[src/rtl/debug_writer.sv]
// UART-driven RAM poke engine: decodes CMD/ADDR_HI/ADDR_LO/LEN/data frames and writes the
// Tanh LUT, Conv1 weight RAM or Image RAM. Optional timeout/NAK path: DEBUG_WRITER_TIMEOUT_EN.
module debug_writer #(
    parameter logic [7:0] ACK_BYTE = 8'hA5
`ifdef DEBUG_WRITER_TIMEOUT_EN
    ,
    parameter logic [7:0] NAK_BYTE = 8'hEE,
    parameter int unsigned TIMEOUT_CYCLES = 32'd1_000_000
`endif
) (
    input  logic        clk,
    input  logic        rst,
    input  logic [7:0]  rx_data,
    input  logic        rx_ready,
    output logic        tanh_wr_en,
    output logic [7:0]  tanh_wr_addr,
    output logic [7:0]  tanh_wr_data,
    output logic        conv_wr_en,
    output logic [11:0] conv_wr_addr,
    output logic [7:0]  conv_wr_data,
    output logic        img_wr_en,
    output logic [9:0]  img_wr_addr,
    output logic [7:0]  img_wr_data,
    output logic [7:0]  tx_data,
    output logic        tx_send,
    input  logic        tx_busy,
    output logic        busy
);

    localparam logic [2:0] ST_IDLE   = 3'd0;
    localparam logic [2:0] ST_HDR_HI = 3'd1;
    localparam logic [2:0] ST_HDR_LO = 3'd2;
    localparam logic [2:0] ST_LEN    = 3'd3;
    localparam logic [2:0] ST_DATA   = 3'd4;
    localparam logic [2:0] ST_ACK    = 3'd5;
    localparam logic [2:0] ST_NAK    = 3'd6;

    logic        rx_prev_q;
    logic        rx_edge_s;
    logic [2:0]  state_q, state_d;
    logic [1:0]  tgt_q, tgt_d;
    logic [11:0] addr_q, addr_d;
    logic [8:0]  cnt_q, cnt_d;
    logic        tanh_en_q, tanh_en_d, conv_en_q, conv_en_d, img_en_q, img_en_d;
    logic [7:0]  tanh_addr_q, tanh_addr_d, tanh_data_q, tanh_data_d;
    logic [11:0] conv_addr_q, conv_addr_d;
    logic [7:0]  conv_data_q, conv_data_d;
    logic [9:0]  img_addr_q, img_addr_d;
    logic [7:0]  img_data_q, img_data_d;
    logic [7:0]  tx_data_q, tx_data_d;
    logic        tx_send_q, tx_send_d;
    logic        busy_q, busy_d;
`ifdef DEBUG_WRITER_TIMEOUT_EN
    logic [31:0] timer_q, timer_d;
`endif

    assign rx_edge_s = rx_ready & ~rx_prev_q;

    // Next-state and output decode for the frame parser
    always_comb begin
        state_d     = state_q;
        tgt_d       = tgt_q;
        addr_d      = addr_q;
        cnt_d       = cnt_q;
        tanh_en_d   = 1'b0;
        conv_en_d   = 1'b0;
        img_en_d    = 1'b0;
        tanh_addr_d = tanh_addr_q;
        tanh_data_d = tanh_data_q;
        conv_addr_d = conv_addr_q;
        conv_data_d = conv_data_q;
        img_addr_d  = img_addr_q;
        img_data_d  = img_data_q;
        tx_data_d   = tx_data_q;
        tx_send_d   = 1'b0;
        case (state_q)
            ST_IDLE: begin
                if (rx_edge_s && (rx_data == 8'hE0 || rx_data == 8'hE1 || rx_data == 8'hE2)) begin
                    state_d = ST_HDR_HI;
                    tgt_d   = rx_data[1:0];
                end else begin
                    state_d = ST_IDLE;
                end
            end
            ST_HDR_HI: begin
                if (rx_edge_s) begin
                    addr_d[11:8] = rx_data[3:0];
                    state_d      = ST_HDR_LO;
                end else begin
                    state_d = ST_HDR_HI;
                end
            end
            ST_HDR_LO: begin
                if (rx_edge_s) begin
                    addr_d[7:0] = rx_data;
                    state_d     = ST_LEN;
                end else begin
                    state_d = ST_HDR_LO;
                end
            end
            ST_LEN: begin
                if (rx_edge_s) begin
                    cnt_d   = (rx_data == 8'd0) ? 9'd256 : {1'b0, rx_data};
                    state_d = ST_DATA;
                end else begin
                    state_d = ST_LEN;
                end
            end
            ST_DATA: begin
                if (rx_edge_s) begin
                    case (tgt_q)
                        2'd0: begin
                            tanh_en_d   = 1'b1;
                            tanh_addr_d = addr_q[7:0];
                            tanh_data_d = rx_data;
                        end
                        2'd1: begin
                            conv_en_d   = 1'b1;
                            conv_addr_d = addr_q;
                            conv_data_d = rx_data;
                        end
                        2'd2: begin
                            img_en_d   = 1'b1;
                            img_addr_d = addr_q[9:0];
                            img_data_d = rx_data;
                        end
                        default: begin
                            tanh_en_d = 1'b0;
                        end
                    endcase
                    addr_d  = addr_q + 12'd1;
                    cnt_d   = cnt_q - 9'd1;
                    state_d = (cnt_q == 9'd1) ? ST_ACK : ST_DATA;
                end else begin
                    state_d = ST_DATA;
                end
            end
            ST_ACK, ST_NAK: begin
                // Stay one extra cycle so busy is still high during the send strobe
                if (tx_send_q) begin
                    state_d = ST_IDLE;
                end else if (!tx_busy) begin
                    tx_send_d = 1'b1;
`ifdef DEBUG_WRITER_TIMEOUT_EN
                    tx_data_d = (state_q == ST_NAK) ? NAK_BYTE : ACK_BYTE;
`else
                    tx_data_d = ACK_BYTE;
`endif
                end else begin
                    state_d = state_q;
                end
            end
            default: begin
                state_d = ST_IDLE;
            end
        endcase
`ifdef DEBUG_WRITER_TIMEOUT_EN
        if (state_q == ST_HDR_HI || state_q == ST_HDR_LO || state_q == ST_LEN || state_q == ST_DATA) begin
            if (rx_edge_s) begin
                timer_d = 32'd0;
            end else if (timer_q == TIMEOUT_CYCLES - 32'd1) begin
                timer_d = 32'd0;
                state_d = ST_NAK;
            end else begin
                timer_d = timer_q + 32'd1;
            end
        end else begin
            timer_d = 32'd0;
        end
`endif
        busy_d = (state_d != ST_IDLE);
    end

    // State and registered outputs with synchronous reset
    always_ff @(posedge clk) begin
        if (rst) begin
            rx_prev_q   <= rx_ready;
            state_q     <= ST_IDLE;
            tgt_q       <= 2'd0;
            addr_q      <= 12'd0;
            cnt_q       <= 9'd0;
            tanh_en_q   <= 1'b0;
            tanh_addr_q <= 8'd0;
            tanh_data_q <= 8'd0;
            conv_en_q   <= 1'b0;
            conv_addr_q <= 12'd0;
            conv_data_q <= 8'd0;
            img_en_q    <= 1'b0;
            img_addr_q  <= 10'd0;
            img_data_q  <= 8'd0;
            tx_data_q   <= 8'd0;
            tx_send_q   <= 1'b0;
            busy_q      <= 1'b0;
`ifdef DEBUG_WRITER_TIMEOUT_EN
            timer_q     <= 32'd0;
`endif
        end else begin
            rx_prev_q   <= rx_ready;
            state_q     <= state_d;
            tgt_q       <= tgt_d;
            addr_q      <= addr_d;
            cnt_q       <= cnt_d;
            tanh_en_q   <= tanh_en_d;
            tanh_addr_q <= tanh_addr_d;
            tanh_data_q <= tanh_data_d;
            conv_en_q   <= conv_en_d;
            conv_addr_q <= conv_addr_d;
            conv_data_q <= conv_data_d;
            img_en_q    <= img_en_d;
            img_addr_q  <= img_addr_d;
            img_data_q  <= img_data_d;
            tx_data_q   <= tx_data_d;
            tx_send_q   <= tx_send_d;
            busy_q      <= busy_d;
`ifdef DEBUG_WRITER_TIMEOUT_EN
            timer_q     <= timer_d;
`endif
        end
    end

    assign tanh_wr_en   = tanh_en_q;
    assign tanh_wr_addr = tanh_addr_q;
    assign tanh_wr_data = tanh_data_q;
    assign conv_wr_en   = conv_en_q;
    assign conv_wr_addr = conv_addr_q;
    assign conv_wr_data = conv_data_q;
    assign img_wr_en    = img_en_q;
    assign img_wr_addr  = img_addr_q;
    assign img_wr_data  = img_data_q;
    assign tx_data      = tx_data_q;
    assign tx_send      = tx_send_q;
    assign busy         = busy_q;

endmodule

[config.mk]
export PLATFORM = sky130hd
export DESIGN_NAME = debug_writer
export DESIGN_NICKNAME = d
export VERILOG_FILES = /design/src/rtl/debug_writer.sv
export SDC_FILE = /design/constraint.sdc
export NUM_CORES = 1
export LEC_CHECK = 0
export ABC_AREA = 1
export CAP_MARGIN = 20
export CORE_MARGIN = 2
export CORE_UTILIZATION = 50
export DETAILED_ROUTE_END_ITERATION = 10
export PLACE_DENSITY_LB_ADDON = 0.05
export SETUP_SLACK_MARGIN = 0.15
export SYNTH_ARGS = -nofsm -noshare
export SYNTH_HDL_FRONTEND = slang
export SYNTH_SLANG_ARGS = --single-unit
[constraint.sdc]
create_clock -name clk -period 2.2 [get_ports clk]
set_input_delay 0.33 -clock clk [delete_from_list [all_inputs] [get_ports clk]]
set_output_delay 0.33 -clock clk [all_outputs]
set_load 0.02 [all_outputs]
==> run metrics, run 1 <==
Area contributors post-synth dfxtp_1 (45%), nor2_1 (16%), o21ai_0 (11%); first-pass GRT wire length 16.12 mm; I/O pin total 79; cell depth of the worst min-delay path 2; clk_skew 0.008350 ns; fillers 730; hold endpoint conv_wr_data[7]; Arr. time, crit path 1.38 ns; final period utilization 0.7755; outcome completed; Hold WC Path Type flop to flop; R2R Path End img_wr_addr[8]; top_reg_cell synth dfxtp_1; ant diodes 0; final hold vios 0; reg-to-reg startpoint state_q[1]; non-filler cells, final 731; Worst Path Max Fanout 5; Largest stage delay, worst path 0.63 ns; grt total ovfl 0; Post-DRT Antenna Nets 0; clk buf depth 2; post-synthesis async set-or-reset flop share 0; DP Wirelength 6.959 mm; R2R Setup Slk 0.52 ns; sequential element share of the synthesized area 0.4517; drc violations 0; Top delay family on crit path buffers and inverters; Final nets 640; critical path class flop to output port; layout cells sized above 1 0.06041; TritonCTS clock tree done; Vias/cell 5.057; Tot Pwr 0.002954 W; Ys Warns 0; data required time at the worst endpoint 1.87 ns; worst r2r path cells 7; vias in the first global route 3,444; Placed Cells 716; chip height 91.82 um; synth cell count leaders nor2_1 (164), o21ai_0 (88), dfxtp_1 (87), nand2_1 (68), inv_1 (42); RSZ-0062 raised after global routing no; Crit-path slowest cell clkdlybuf4s50_1; top-count cell post-synth nor2_1; Clk Latency, worst-skew pair 0.36 ns; setup TNS 0 ns; area leader, netlist dfxtp_1; core area 0.007607 mm2; area delta synth->final 26.48%; clock-pin slew on the worst setup and hold paths 0.09 ns; pwr/cell area 605.7 mW/mm2; total track usage 0.2387; Pre-antenna DRT Iters 5; clock period minus worst slack 1.706 ns; routed wire length per instance 13.24 um; H-tree levels 3; Resize count post-CTS 0; post-synthesis cell area 0.003856 mm2; Distinct cells, synth 31; Synth top area share 0.4517; worst path bufs/invs 1; number of DRC markers in iteration 0 178; full die area 0.008431 mm2; Static Leakage 1.944 nW; Setup crit start kind flop; Max Cap Violations 0; Setup WS pre-CTS 0.1831 ns; Initial Util 0.5069; global placement routability congestion 0.8595; Port Buffer Count 74; Vias 3,697; EDFF count, synth 0; root buf cell clkbuf_8; final wirelength 9.676 mm; CP Capture Type output port; CTS buffer count 9; #FFs+latches synth 87; Post-CTS Setup Bufs 0; Row Count 32; Core Util, Final 0.6411; initial antenna violation count 0; Die Wd 91.82 um; Setup-failing EPs final 0; Post-Syn Area per Cell 6.948 um2; maximum VDD drop 0.3134 mV; CP Cell Sequence clkdlybuf4s50_1; Fmax 586.1 MHz; Max Transition Viols Final 0; cts hold-fix bufs 0; hold_sp conv_wr_data[7]; cells after synthesis 555; CTS sink count 87; pin count of the biggest net entering global routing 59; min setup slack post-route 0.4938 ns
-- sequential cells by signal (all words and copies together), names as in the netlist --
signal        count
addr_q           12
img_wr_addr      10
img_wr_data       8
conv_wr_data      8
img_wr_en         1
state_q           3
conv_wr_en        1
tanh_wr_data      8
tanh_wr_en        1
tanh_wr_addr      8
busy              1
tgt_q             2
tx_send           1
rx_prev_q         1
cnt_q             9
conv_wr_addr     12
tx_data           1
-- layer usage --
layer | part of all wire | GRT usage
met1 | 0.47 | 0.3029
met2 | 0.48 | 0.4081
met3 | 0.040 | 0.04026
met4 | 0.015 | 0.08831
met5 | 0 | 0
-- cell families (layout without fill, tap and decap cells) --
family | count (synthesis) | count (layout) | share of synthesized area
compound gates | 114 | 114 | 0.1502
other cells | 1 | 4 | 0.0009725
buf+inv | 74 | 145 | 0.08890
flops | 87 | 87 | 0.4517
simple gates | 276 | 276 | 0.2985
fa+ha+maj | 3 | 3 | 0.009735
-- report_power, final --
group | switching (W) | internal [W]
clock | 0.000588 | 0.000674
sequential | 0.000000817 | 0.00157
combinational | 0.0000762 | 0.0000408
total | 0.000665 | 0.00229
-- stage by stage --
stage / cell area (um2) / hold slack, ns
floorplan: 3867 / 0.3577
global placement: 4658 / 0.4633
detailed placement: 4658 / 0.4734
CTS: 4877 / 0.4926
global route: 4877 / 0.5104
finish: 4877 / 0.4872
-- how the worst max path moves through the flow --
stage	startpoint	endpoint	depth (start not counted)
2_1_floorplan	addr_q[0]	addr_q[8]	7
3_3_place_gp	rx_ready	img_wr_addr[7]	7
3_5_place_dp	rx_ready	img_wr_addr[8]	7
4_1_cts	tx_data[0]	tx_data[5]	1
5_1_grt	state_q[1]	img_wr_addr[3]	7
6_report	tx_data[0]	tx_data[5]	1
-- placed cells by master, fill, tap and decap left out, types with 3 or more instances in the layout --
cell type / instances
buf_4: 9
clkbuf_8: 10
clkdlybuf4s50_1: 74
nor2_1: 164
conb_1: 4
nor3_1: 4
inv_1: 42
a21oi_1: 21
nand3_1: 25
nand2_1: 68
ha_1: 3
dfxtp_1: 87
o21ai_0: 88
inv_2: 3
nand4_1: 4
-- layout make-up --
class | instances | area, um2 | share of cell area
clock inverters | 4 | 77.57 | 0.01591
flip-flops and latches | 87 | 1742 | 0.3571
multi-input cells | 397 | 1783 | 0.3656
clock buffers | 11 | 141.4 | 0.02899
inverters | 46 | 177.7 | 0.03643
repair buffers | 84 | 828.3 | 0.1698
well taps | 102 | 127.6 | 0.02617
No activity file was read; power rests on OpenSTA's default activity.
==> run 2: changes to the inputs <==
- clock period: 2.2 -> 1.8 ns (I/O delays scaled with it)
==> run 2 against run 1 <==
- final area is 3.5% higher
- clock skew is 0.00080 ns lower
- final cell count is 2.7% higher
- critical path type unchanged
- critical endpoint is now tanh_wr_addr[2]
==> run metrics, run 2 (synthesis gave the netlist of run 1 again) <==
drc violations 0 (unchanged); Pre-antenna DRT Iters 5 (unchanged); commonest non-fill, non-tap cell in the layout nor2_1 (unchanged); H-tree levels 3 (unchanged); cts hold-fix bufs 0 (unchanged); critical path class flop to output port (unchanged); layout cells sized above 1 0.09245 (was 0.06041); Vias 3,757 (was 3,697); reg-to-reg startpoint state_q[0] (was state_q[1]); Vias/cell 5.003 (was 5.057); post-route cell area 0.005046 mm2 (was 0.004877 mm2); Tot Pwr 0.003398 W (was 0.002954 W); Final nets 659 (was 640); Post-DRT Antenna Nets 0 (unchanged); pin count of the biggest net entering global routing 53 (was 59); RSZ-0062 raised after global routing no (unchanged); Max Transition Viols Final 0 (unchanged); I/O pin total 79 (unchanged); Setup crit start kind flop (unchanged); CP Cell Sequence clkdlybuf4s50_1 (unchanged); clock period minus worst slack 1.612 ns; pwr/cell area 673.4 mW/mm2 (was 605.7 mW/mm2); data required time at the worst endpoint 1.53 ns (was 1.87 ns); Row Count 32 (unchanged); clk_skew 0.007550 ns (was 0.008350 ns); worst r2r path cells 8 (was 7); cell depth of the worst min-delay path 1 (was 2); Clk Latency, worst-skew pair 0.36 ns (about the same); Die Wd 91.82 um (unchanged); DP Wirelength 7.076 mm (was 6.959 mm); grt total ovfl 0 (unchanged); maximum VDD drop 0.3620 mV (was 0.3134 mV); placed cell area 0.004766 mm2 (was 0.004658 mm2); root buf cell clkbuf_8 (unchanged); worst path bufs/invs 1 (unchanged); Static Leakage 2.064 nW (was 1.944 nW); R2R Path End img_wr_addr[8] (unchanged); Fmax 620.4 MHz; ant diodes 0 (unchanged); full die area 0.008431 mm2 (unchanged); CP Capture Type output port (unchanged); hold endpoint rx_prev_q (was conv_wr_data[7]); clock-pin slew on the worst setup and hold paths 0.09 ns (about the same); final wirelength 9.777 mm (was 9.676 mm); total track usage 0.2427 (was 0.2387); Largest stage delay, worst path 0.61 ns (was 0.63 ns); R2R Setup Slk 0.29 ns (was 0.52 ns); number of DRC markers in iteration 0 163 (was 178); initial antenna violation count 0 (unchanged); chip height 91.82 um (unchanged); routed wire length per instance 13.02 um (was 13.24 um); area delta synth->final 30.86% (was 26.48%); core area 0.007607 mm2 (unchanged); global placement routability congestion 0.8292 (was 0.8595); Setup-failing EPs final 0 (unchanged); TritonCTS clock tree done (unchanged); final period utilization 0.8954; final hold vios 0 (unchanged); CTS buffer count 9 (unchanged); Worst Path Max Fanout 2 (was 5); Initial Util 0.5069 (unchanged); Crit-path slowest cell clkdlybuf4s50_1 (unchanged); Hold WC Path Type input port to flop (was flop to flop); Top delay family on crit path buffers and inverters (unchanged); outcome completed (unchanged); Port Buffer Count 74 (unchanged); hold_sp rx_ready (was conv_wr_data[7]); Max Cap Violations 0 (unchanged); first-pass GRT wire length 16.61 mm (was 16.12 mm); vias in the first global route 3,626 (was 3,444); CTS sink count 87 (unchanged); clk buf depth 2 (unchanged); Arr. time, crit path 1.34 ns (was 1.38 ns); most frequent cells in the layout nor2_1 (164), o21ai_0 (87), dfxtp_1 (87), clkdlybuf4s50_1 (70), nand2_1 (68) (was nor2_1 (164), o21ai_0 (88), dfxtp_1 (87), clkdlybuf4s50_1 (74), nand2_1 (68))
[run 2: what timing repair did]
item	CTS	global route
gates resized for setup	4	7
setup buffers	0	8
endpoints found under the setup margin	20	30
[run 2: worst max path at each step]
stage	from	endpoint	slack [ns]	depth (start not counted)
floorplan	addr_q[0]	addr_q[8]	0.50	7
global placement	rx_ready	tanh_wr_data[4]	-0.09	8
detailed placement	rx_ready	tanh_wr_data[5]	-0.16	8
CTS	tx_data[0]	tx_data[2]	0.16	1
global route	conv_wr_data[5]	conv_wr_data[5]	0.15	1
finish	tanh_wr_addr[2]	tanh_wr_addr[2]	0.19	1
[run 2: per-layer routing]
metal | global-route usage | vias to the layer above | share of wire
met2 | 0.4191 | 90 | 0.48
li1 | - | 1953 | -
met3 | 0.03287 | 12 | 0.046
met1 | 0.3109 | 1702 | 0.46
met5 | 0 | - | 0
met4 | 0.08582 | 0 | 0.010
[run 2: layout make-up]
class                   instances  area, um2
clock inverters                 5      40.04
inverters                      46      190.2
fillers                       690       2561
clock buffers                  11      151.4
well taps                     102      127.6
multi-input cells             397       1788
repair buffers                103       1007
flip-flops and latches         87       1742
[run 2: metrics by stage]
| stage | cells | worst slack (ns) | hold WS (ns) | utilization | setup TNS (ns) |
|---|---|---|---|---|---|
| floorplan | 558 | 0.4999 | 0.2977 | - | 0 |
| global placement | 727 | -0.09144 | 0.4619 | 0.6265 | -1.360 |
| detailed placement | 727 | -0.1580 | 0.4713 | 0.6265 | -2.010 |
| CTS | 743 | 0.1575 | 0.4292 | 0.6515 | 0 |
| global route | 751 | 0.1540 | 0.4684 | 0.6633 | 0 |
| finish | 751 | 0.1882 | 0.4335 | 0.6633 | 0 |
[run 2: power by group]
group	total, W	internal [W]	leakage (nW)	switching, W
clock	0.00132	0.000587	0.0886	0.000730
combinational	0.000156	0.0000613	1.27	0.0000947
sequential	0.00193	0.00192	0.701	0.000000918
total	0.00340	0.00257	2.06	0.000825
